`config.mk`:
```
export PLATFORM = sky130hd
export DESIGN_NAME = sprite_line_scanner
export DESIGN_NICKNAME = d
export VERILOG_FILES = /design/src/rtl/sprite_pkg.sv /design/src/rtl/sprite_hit_eval.sv /design/src/rtl/sprite_line_scanner.sv
export SDC_FILE = /design/constraint.sdc
export NUM_CORES = 1
export LEC_CHECK = 0
export ABC_AREA = 1
export CAP_MARGIN = 30
export CORE_MARGIN = 2
export CORE_UTILIZATION = 35
export CTS_CLUSTER_DIAMETER = 200
export DETAILED_ROUTE_END_ITERATION = 10
export GPL_TIMING_DRIVEN = 0
export PLACE_DENSITY_LB_ADDON = 0.2
export SLEW_MARGIN = 30
export SYNTH_ARGS = -nofsm -noshare
export SYNTH_HDL_FRONTEND = slang
export SYNTH_SLANG_ARGS = --single-unit
```
`constraint.sdc`:
```
create_clock -name clk_i -period 4.8 [get_ports clk_i]
set_clock_uncertainty 0.2 [all_clocks]
set_input_delay 0.48 -clock clk_i [delete_from_list [all_inputs] [get_ports clk_i]]
set_output_delay 0.48 -clock clk_i [all_outputs]
set_load 0.03 [all_outputs]
```
`src/rtl/sprite_pkg.sv`:
```
// Shared definitions for the per-line sprite scanner.
// Word layouts, FSM states and the sprite height decode.
package sprite_pkg;

    localparam int SPRITE_COUNT = 128;

    localparam int W0_ADDR_LSB   = 0;
    localparam int W0_MODE_BIT   = 15;
    localparam int W0_X_LSB      = 16;

    localparam int W1_Y_LSB      = 0;
    localparam int W1_HFLIP_BIT  = 16;
    localparam int W1_VFLIP_BIT  = 17;
    localparam int W1_Z_LSB      = 18;
    localparam int W1_COLL_LSB   = 20;
    localparam int W1_PAL_LSB    = 24;
    localparam int W1_WIDTH_LSB  = 28;
    localparam int W1_HEIGHT_LSB = 30;

    typedef enum logic [2:0] {
        S_IDLE,
        S_FETCH_Y,
        S_WAIT_Y,
        S_EVAL,
        S_FETCH_A,
        S_WAIT_A,
        S_EMIT,
        S_DONE
    } state_e;

    // Sprite height in pixels: 8, 16, 32 or 64.
    function automatic logic [9:0] h_px(input logic [1:0] height);
        return 10'd8 << height;
    endfunction

endpackage

```
`src/rtl/sprite_hit_eval.sv`:
```
// Decides whether a sprite covers the current line.
// Also yields the sprite row with vertical flip applied.
module sprite_hit_eval
    import sprite_pkg::*;
(
    input  logic [9:0] line,
    input  logic [9:0] y,
    input  logic [1:0] z,
    input  logic [1:0] height,
    input  logic       vflip,
    output logic       hit,
    output logic [5:0] row
);

    logic [9:0] dy;
    logic [9:0] hpx;

    // Distance wraps mod 1024 so sprites near Y=1023 reach line 0.
    always_comb begin
        dy  = line - y;
        hpx = h_px(height);
        hit = (z != 2'd0) && (dy < hpx);
        row = vflip ? 6'(hpx - 10'd1 - dy) : dy[5:0];
    end

endmodule

```
`src/rtl/sprite_line_scanner.sv`:
```
// Walks the sprite attribute RAM once per line start.
// Emits one registered render descriptor per hit sprite.
module sprite_line_scanner
    import sprite_pkg::*;
#(
    parameter int SPRITE_COUNT = sprite_pkg::SPRITE_COUNT,
    parameter int RADDR_WIDTH  = 8,
    parameter int RD_LATENCY   = 1,
    parameter int MAX_HITS     = 64
) (
    input  logic                   clk_i,
    input  logic                   rst_n_i,
    input  logic                   enable_i,
    input  logic                   line_start_i,
    input  logic [9:0]             line_i,
    output logic                   rd_en_o,
    output logic [RADDR_WIDTH-1:0] rd_addr_o,
    input  logic [31:0]            rd_data_i,
    output logic                   out_valid_o,
    input  logic                   out_ready_i,
    output logic [6:0]             out_idx_o,
    output logic [11:0]            out_addr_o,
    output logic                   out_mode_o,
    output logic [9:0]             out_x_o,
    output logic [5:0]             out_row_o,
    output logic                   out_hflip_o,
    output logic [1:0]             out_width_o,
    output logic [3:0]             out_pal_o,
    output logic [1:0]             out_z_o,
    output logic [3:0]             out_coll_o,
    output logic                   busy_o,
    output logic                   done_o,
    output logic [6:0]             hit_count_o
);

    localparam int IDX_W = RADDR_WIDTH - 1;

    state_e state_q, state_d;

    logic [IDX_W-1:0] idx_q;
    logic [6:0]       hit_count_q;
    logic [1:0]       wait_cnt_q;
    logic [9:0]       line_q;
    logic [9:0]       y_q;
    logic             hflip_q, vflip_q;
    logic [1:0]       z_q, width_q, height_q;
    logic [3:0]       coll_q, pal_q;
    logic [11:0]      addr_q;
    logic             mode_q;
    logic [9:0]       x_q;
    logic [5:0]       row_q;

    logic       hit;
    logic [5:0] row;
    logic       wait_done, last_idx, last_hit;
    logic       unused_rd;

    assign unused_rd = ^rd_data_i[14:12];

    assign wait_done = (wait_cnt_q == 2'(RD_LATENCY - 1));
    assign last_idx  = (idx_q == IDX_W'(SPRITE_COUNT - 1));
    assign last_hit  = (hit_count_q == 7'(MAX_HITS - 1));

    sprite_hit_eval u_hit_eval (
        .line   (line_q),
        .y      (y_q),
        .z      (z_q),
        .height (height_q),
        .vflip  (vflip_q),
        .hit    (hit),
        .row    (row)
    );

    // State register.
    always_ff @(posedge clk_i or negedge rst_n_i) begin
        if (!rst_n_i) state_q <= S_IDLE;
        else          state_q <= state_d;
    end

    // Next state; a miss or an accept advances straight to the next fetch.
    always_comb begin
        state_d = state_q;
        unique case (state_q)
            S_IDLE:    state_d = S_IDLE;
            S_FETCH_Y: state_d = S_WAIT_Y;
            S_WAIT_Y:  if (wait_done) state_d = S_EVAL;
            S_EVAL: begin
                if (hit)           state_d = S_FETCH_A;
                else if (last_idx) state_d = S_DONE;
                else               state_d = S_FETCH_Y;
            end
            S_FETCH_A: state_d = S_WAIT_A;
            S_WAIT_A:  if (wait_done) state_d = S_EMIT;
            S_EMIT: begin
                if (out_ready_i)
                    state_d = (last_idx || last_hit) ? S_DONE : S_FETCH_Y;
            end
            S_DONE:    state_d = S_IDLE;
            default:   state_d = S_IDLE;
        endcase
        if (line_start_i) begin
            if (enable_i)              state_d = S_FETCH_Y;
            else if (state_q == S_IDLE) state_d = S_DONE;
            else                       state_d = S_IDLE;
        end
    end

    // Scan position, hit count and captured sprite words.
    always_ff @(posedge clk_i or negedge rst_n_i) begin
        if (!rst_n_i) begin
            idx_q       <= '0;
            hit_count_q <= '0;
            wait_cnt_q  <= '0;
            line_q      <= '0;
            y_q         <= '0;
            hflip_q     <= 1'b0;
            vflip_q     <= 1'b0;
            z_q         <= '0;
            coll_q      <= '0;
            pal_q       <= '0;
            width_q     <= '0;
            height_q    <= '0;
            addr_q      <= '0;
            mode_q      <= 1'b0;
            x_q         <= '0;
            row_q       <= '0;
        end else if (line_start_i) begin
            line_q      <= line_i;
            idx_q       <= '0;
            hit_count_q <= '0;
            wait_cnt_q  <= '0;
        end else begin
            case (state_q)
                S_FETCH_Y, S_FETCH_A: wait_cnt_q <= '0;
                S_WAIT_Y: begin
                    wait_cnt_q <= wait_cnt_q + 2'd1;
                    if (wait_done) begin
                        y_q      <= rd_data_i[W1_Y_LSB +: 10];
                        hflip_q  <= rd_data_i[W1_HFLIP_BIT];
                        vflip_q  <= rd_data_i[W1_VFLIP_BIT];
                        z_q      <= rd_data_i[W1_Z_LSB +: 2];
                        coll_q   <= rd_data_i[W1_COLL_LSB +: 4];
                        pal_q    <= rd_data_i[W1_PAL_LSB +: 4];
                        width_q  <= rd_data_i[W1_WIDTH_LSB +: 2];
                        height_q <= rd_data_i[W1_HEIGHT_LSB +: 2];
                    end
                end
                S_WAIT_A: begin
                    wait_cnt_q <= wait_cnt_q + 2'd1;
                    if (wait_done) begin
                        addr_q <= rd_data_i[W0_ADDR_LSB +: 12];
                        mode_q <= rd_data_i[W0_MODE_BIT];
                        x_q    <= rd_data_i[W0_X_LSB +: 10];
                    end
                end
                S_EVAL: begin
                    row_q <= row;
                    if (!hit && !last_idx) idx_q <= idx_q + IDX_W'(1);
                end
                S_EMIT: begin
                    if (out_ready_i) begin
                        hit_count_q <= hit_count_q + 7'd1;
                        if (!last_idx && !last_hit) idx_q <= idx_q + IDX_W'(1);
                    end
                end
                default: ;
            endcase
        end
    end

    assign rd_en_o   = (state_q == S_FETCH_Y) || (state_q == S_FETCH_A);
    assign rd_addr_o = !rd_en_o ? '0 : {idx_q, state_q == S_FETCH_Y};

    assign out_valid_o = (state_q == S_EMIT);
    assign out_idx_o   = 7'(idx_q);
    assign out_addr_o  = addr_q;
    assign out_mode_o  = mode_q;
    assign out_x_o     = x_q;
    assign out_row_o   = row_q;
    assign out_hflip_o = hflip_q;
    assign out_width_o = width_q;
    assign out_pal_o   = pal_q;
    assign out_z_o     = z_q;
    assign out_coll_o  = coll_q;

    assign busy_o      = (state_q != S_IDLE) && (state_q != S_DONE);
    assign done_o      = (state_q == S_DONE);
    assign hit_count_o = hit_count_q;

endmodule

```
==> impl_metrics.toml, run 1 <==
[route]
drtPass1Iterations = 4
drt-total-wl_um = 10450
wl_per_cell_um = 13.02
drtIter0Drc = 173
vias = 3666
ant_nets = 0
viasPerCell = 4.571
post-route-drc-count = 0

[layout]
multi_input_area_um2 = 1942
seqCellArea_um2 = 2102
fin_cells = 802
fillers = 1231
n_antenna_cell = 0
nNetsFinal = 696
drive_above_1_share = 0.1246
fin_area_um2 = 6021
area_growth_pct = 37.05

[place]
dp_hpwl_um = 8080
gp_congestion = 0.8745
dp_cells = 786
portBuffers = 110
pre_cts_slack_ns = 1.586
placed_area_um2 = 5733

[timing]
setup_viol = 0
period_needed_ns = 3.188
tightest_slew_ns = 0.5848
grt_setup_unrepaired = "no"
slew_headroom = 0.6101
fmax_mhz = 313.7
finalHoldViolations = 0
min_period_over_period = 0.6642
fin_ws_ns = 1.612
slew_violations = 0
timing.hold.ws_ns = 0.2833

[run]
drv_cap = 0

[power]
power.share.clock = 0.170
sw_frac_of_total = 0.4219
internal_power_mw = 2.185
switchingPower_mw = 1.595
peakVddDrop_mv = 0.4737
power_leakage_nw = 2.805
power.density_nw_per_um2 = 627.9
pwr-share-seq = 0.297
total_power_mw = 3.781
p_comb_frac = 0.533

[die]
fp.dieArea_um2 = 13460
start_util = 0.3627
rows = 40
die_w_um = 116.0
die_h_um = 116.0
core-area_um2 = 12110
ios = 115

[synthesis]
synth_area_leaders = "dfrtp_1, nand2_1, mux2_2"
postSynthAreaPerCell_um2 = 8.665
synth_cells = 507
synth_top_area_share = 0.4785
ys_ff_latch = 84
synthesis.nets = 573
ys_types = 36
netlist_area_um2 = 4393
yosys.area.top_type = "dfrtp_1"
ys_seq_area_frac = 0.4785
yosysWarnings = 0

[setup_path]
crit_path_start_kind = "flip-flop"
reg2reg_depth = 23
endpoint_kind = "flip-flop"
worst-setup-path-type = "flip-flop to flip-flop"
cp.arrival_ns = 3.26
critPathRequiredTime_ns = 4.87
crit_fanout = 10

[cts]
cts-root-buf = "clkbuf_16"
cts_buffers = 9
post-cts-setup-buffer-count = 0
cts_sinks = 84
cts_tree = "yes"
cts_max_level = 3
cts_buffer_depth = 2
clock_latency_ns = 0.34
clk_pin_slew_ns = 0.06

[outcome]
status = "complete, no violations"

[hold_path]
min_path_cells = 2
hold_path_class = "flip-flop to flip-flop"

[grt]
antenna_found_initial = 0
grt_pass1_wl_um = 17370
grt_usage = 0.1679
grt_pass1_vias = 3696
grt_max_degree = 55
gr-total-overflow = 0
-- per-stage QoR --
| step | TNS, ns | util |
|---|---|---|
| 3_5_place_dp | 0 | 0.4733 |
| 3_3_place_gp | -15.13 | 0.4710 |
| 4_1_cts | 0 | 0.4971 |
| 5_1_grt | 0 | 0.4971 |
| 6_report | 0 | 0.4971 |
| 2_1_floorplan | 0 | - |
-- area by class of cell --
type / instances / share of cell area
Clock inverter: 4 / 0.004156
Clock buffer: 11 / 0.04198
Tap cell: 168 / 0.03491
Sequential cell: 84 / 0.3491
Timing Repair Buffer: 112 / 0.1893
Inverter: 74 / 0.04613
Buffer: 14 / 0.01185
Multi-Input combinational cell: 335 / 0.3225
-- layout by cell type, fill, tap and decap left out, types with 3 or more instances in the layout --
master / n
o21ai_2: 3
a21oi_1: 28
buf_2: 6
nand3_1: 17
nor3_1: 3
xnor2_1: 6
nor2_1: 53
clkbuf_16: 9
nand2_1: 119
clkdlybuf4s50_1: 109
dfrtp_1: 84
mux2_2: 30
inv_1: 66
xor2_1: 4
o21ai_0: 24
ha_1: 17
clkbuf_1: 6
or2_2: 3
o21ai_1: 4
inv_2: 8
nand4_1: 4
-- path summary, 6_finish.rpt --
kind / start / endpoint / slack (ns)
setup / recovery: line_q[0] / out_idx_o[6] / 1.61
hold / removal: line_q[8] / line_q[8] / 0.28
setup reg to reg: line_q[0] / out_idx_o[6] / 1.61
hold reg to reg: line_q[8] / line_q[8] / 0.28
max in group asynchronous: rst_n_i / y_q[3] / 3.46
min in group asynchronous: rst_n_i / line_q[2] / 0.39
-- flip-flops by register name, indices dropped and copies added (netlist names), 2 cells and up --
register	cells
out_coll_o	4
out_addr_o	12
state_q	3
height_q	2
out_idx_o	7
out_x_o	10
out_pal_o	4
out_width_o	2
wait_cnt_q	2
hit_count_o	7
y_q	10
line_q	10
out_row_o	6
out_z_o	2
-- routing by layer --
metal / share of wire / wire [um] / up-vias / GRT usage
li1: - / - / 1852 / -
met1: 0.45 / 4680 / 1697 / 0.2158
met2: 0.45 / 4662 / 102 / 0.2526
met3: 0.084 / 876 / 15 / 0.05910
met4: 0.022 / 226 / 0 / 0.08254
met5: 0 / 0 / - / 0
-- power by group through the flow --
stage / logic, mW / registers [mW] / clock network (mW)
floorplan: 0.960 / 1.48 / 0
global placement: 2.00 / 1.12 / 0
detailed placement: 2.03 / 1.13 / 0
CTS: 2.05 / 1.12 / 0.672
global route: 2.24 / 1.15 / 0.698
finish: 2.02 / 1.12 / 0.644
-- critical path, stage by stage, from the launching register on --
cell,delay (ns)
dfrtp_1,0.36
inv_1,0.06
ha_1,0.14
inv_1,0.07
fa_1,0.41
nand2_1,0.09
nand2_1,0.07
nand2_1,0.09
xnor2_1,0.21
ha_1,0.29
o21ai_0,0.07
nand2_1,0.07
nand2_1,0.06
nand2_1,0.05
nand2_1,0.05
nand2_1,0.06
nor2_1,0.11
nand3_2,0.11
nand2_1,0.11
nand2_2,0.07
nand2_4,0.11
buf_8,0.14
nand2_1,0.08
o21ai_2,0.05
-- cell families after synthesis --
| group | after synthesis | synth area share |
|---|---|---|
| XOR/XNOR | 10 | 0.01994 |
| adder cells (fa/ha/maj) | 19 | 0.05753 |
| multiplexers | 31 | 0.07946 |
| AO/OA/AOI/OAI | 62 | 0.07719 |
| AND/OR/NAND/NOR | 213 | 0.2079 |
| buffers and inverters | 88 | 0.07946 |
| flip-flops | 84 | 0.4785 |
-- synth_stat cells --
library cell,n
o311ai_1,1
inv_2,8
fa_1,2
o31ai_1,1
a21oi_1,28
nor2_4,1
nand3_1,17
o21ai_0,24
dfrtp_1,84
xor2_1,4
o21ai_2,3
or2_2,3
inv_1,66
xnor2_1,6
nand4_1,4
a21oi_4,1
nand2_1,119
nand3b_1,1
buf_8,1
nor3_4,1
nor3_2,2
nand2_4,1
nand2_2,2
mux2_2,30
nor2_2,1
nor3_1,3
clkbuf_1,6
buf_2,6
buf_1,1
nor4_1,1
mux2_1,1
ha_1,17
nor2_1,53
or2_1,2
o21ai_1,4
nand3_2,2
-- timing repair --
item | in CTS | in global routing
gates resized for setup | 0 | 0
hold buffers | 1 | 0
hold endpoints to repair | 30 | 0
Power figures use the tool's default switching activity.
==> run 2: changes to the inputs <==
==> constraint.sdc (replaced) <==
create_clock -name clk_i -period 3.1 [get_ports clk_i]
set_clock_uncertainty 0.2 [all_clocks]
set_input_delay 0.31 -clock clk_i [delete_from_list [all_inputs] [get_ports clk_i]]
set_output_delay 0.31 -clock clk_i [all_outputs]
set_load 0.03 [all_outputs]
==> run 2 against run 1 <==
Effect of this change:
- design area up 3.2%
- via count increased by 2.0%
- power increased by 63%
- sequential power up 56%
- sequential share of layout area fell by 1.1 points
- critical path type unchanged
==> impl_metrics.toml, run 2 (synthesized netlist as in run 1, its figures left out) <==
[outcome]
status = "complete, no violations"

[grt]
grt_pass1_wl_um = 17400
grt_usage = 0.1681
antenna_found_initial = 0
gr-total-overflow = 0
grt_max_degree = 55
grt_pass1_vias = 3706

[power]
peakVddDrop_mv = 0.7353
power.density_nw_per_um2 = 990.6
power_leakage_nw = 2.854
total_power_mw = 6.158

[setup_path]
critPathRequiredTime_ns = 3.13
endpoint_kind = "flip-flop"
crit_path_start = "line_q[0]"
cp.arrival_ns = 2.98
path_buf_inv = 3
worst-setup-path-type = "flip-flop to flip-flop"
crit_path_start_kind = "flip-flop"
cp_top_family = "simple AND/OR/NAND/NOR gates"
cpPeakStageDelay_ns = 0.37
crit_fanout = 6
reg2reg_from = "line_q[0]"
path_common_cell = "nand2_1"
path_cells = "inv_2, ha_4, inv_4, fa_2, nand2_2, nand2_2, nand2_4, xnor2_4, ha_4, o21ai_2, nand2_1, nand2_1, nand2_1, nand2_1, nand2_1, nor2_1, nand3_2, nand2_2, nand2_2, nand2_4, clkbuf_16, o21ai_2"
slowest_stage = "dfrtp_1"

[route]
viasPerCell = 4.627
ant_nets = 0
post-route-drc-count = 0
vias = 3739
drtIter0Drc = 178
drt-total-wl_um = 10660
wl_per_cell_um = 13.19
drtPass1Iterations = 4

[timing]
min_period_over_period = 0.9532
slew_violations = 0
period_needed_ns = 2.955
slew_headroom = 0.6115
setup_viol = 0
finalHoldViolations = 0
fmax_mhz = 338.4
tightest_slew_ns = 0.5827
grt_setup_unrepaired = "yes"
timing.hold.ws_ns = 0.1564

[layout]
drive_above_1_share = 0.1703
fin_cells = 808
fin_area_um2 = 6216
final_util = 0.5132
final_cell_mix = "nand2_1, clkdlybuf4s50_1, dfrtp_1, inv_1, nor2_1"
n_antenna_cell = 0
nNetsFinal = 702
final_common_cell = "nand2_1"
fillers = 1209
area_growth_pct = 41.50
largest_register_ffs = 12

[hold_path]
min_from = "line_start_i"
hold_path_class = "input port to flip-flop"

[place]
dp_cells = 786
portBuffers = 110
dp_hpwl_um = 8080
placed_area_um2 = 5733
gp_congestion = 0.8745

[cts]
clock_latency_ns = 0.34
cts_buffers = 9
cts_sinks = 84
clk_pin_slew_ns = 0.06
cts_tree = "yes"
cts-root-buf = "clkbuf_16"
cts_buffer_depth = 2
cts_max_level = 3

[die]
core-area_um2 = 12110
die_h_um = 116.0
ios = 115
die_w_um = 116.0
rows = 40
start_util = 0.3627
fp.dieArea_um2 = 13460

[run]
drv_cap = 0
-- run 2: power breakdown --
part           internal, mW  switching (mW)  total, mW
clock                 0.578           0.422       1.00
sequential             1.50           0.245       1.75
combinational          1.49            1.92       3.41
total                  3.57            2.59       6.16
-- run 2: final cells by class --
cell class | instances | area (um2) | area share
multi-input cells | 335 | 2071 | 0.3331
flip-flops and latches | 84 | 2103 | 0.3384
clock inverters | 4 | 25.02 | 0.004026
inverters | 74 | 280.3 | 0.04509
plain buffers | 14 | 71.32 | 0.01147
clock buffers | 11 | 252.7 | 0.04066
repair buffers | 118 | 1202 | 0.1934
well taps | 168 | 210.2 | 0.03382
-- run 2: worst paths after layout --
path                                      to  slack [ns]  depth (start not counted)
worst max-delay path            out_idx_o[0]        0.14                         22
worst min-delay path               line_q[0]        0.16                          2
min in group asynchronous          line_q[2]        0.22                          2
worst max register to register  out_idx_o[0]        0.14                         22
max in group asynchronous             y_q[0]        1.91                          3
worst min register to register     line_q[8]        0.28                          2
-- run 2: metrics by stage --
| step | TNS, ns | setup slack [ns] |
|---|---|---|
| 5_1_grt | -0.2875 | -0.04970 |
| 6_report | 0 | 0.1450 |
| 4_1_cts | 0 | 0.003699 |
| 3_5_place_dp | -0.7722 | -0.1144 |
| 2_1_floorplan | 0 | 0.2163 |
| 3_3_place_gp | -144.25 | -1.717 |
-- run 2: what timing repair did --
action / CTS / global route
gates resized for setup: 4 / 26
endpoints found under the hold margin: 34 / 0
buffers inserted: 0 / 5
cloned: 0 / 1
hold buffers: 1 / 0
setup endpoints to repair: 7 / 10
pin swaps: 1 / 14
-- run 2: routing by layer --
layer | GRT usage | share of wire
met1 | 0.2162 | 0.45
met2 | 0.2530 | 0.45
met3 | 0.05910 | 0.079
met4 | 0.08254 | 0.021
met5 | 0 | 0
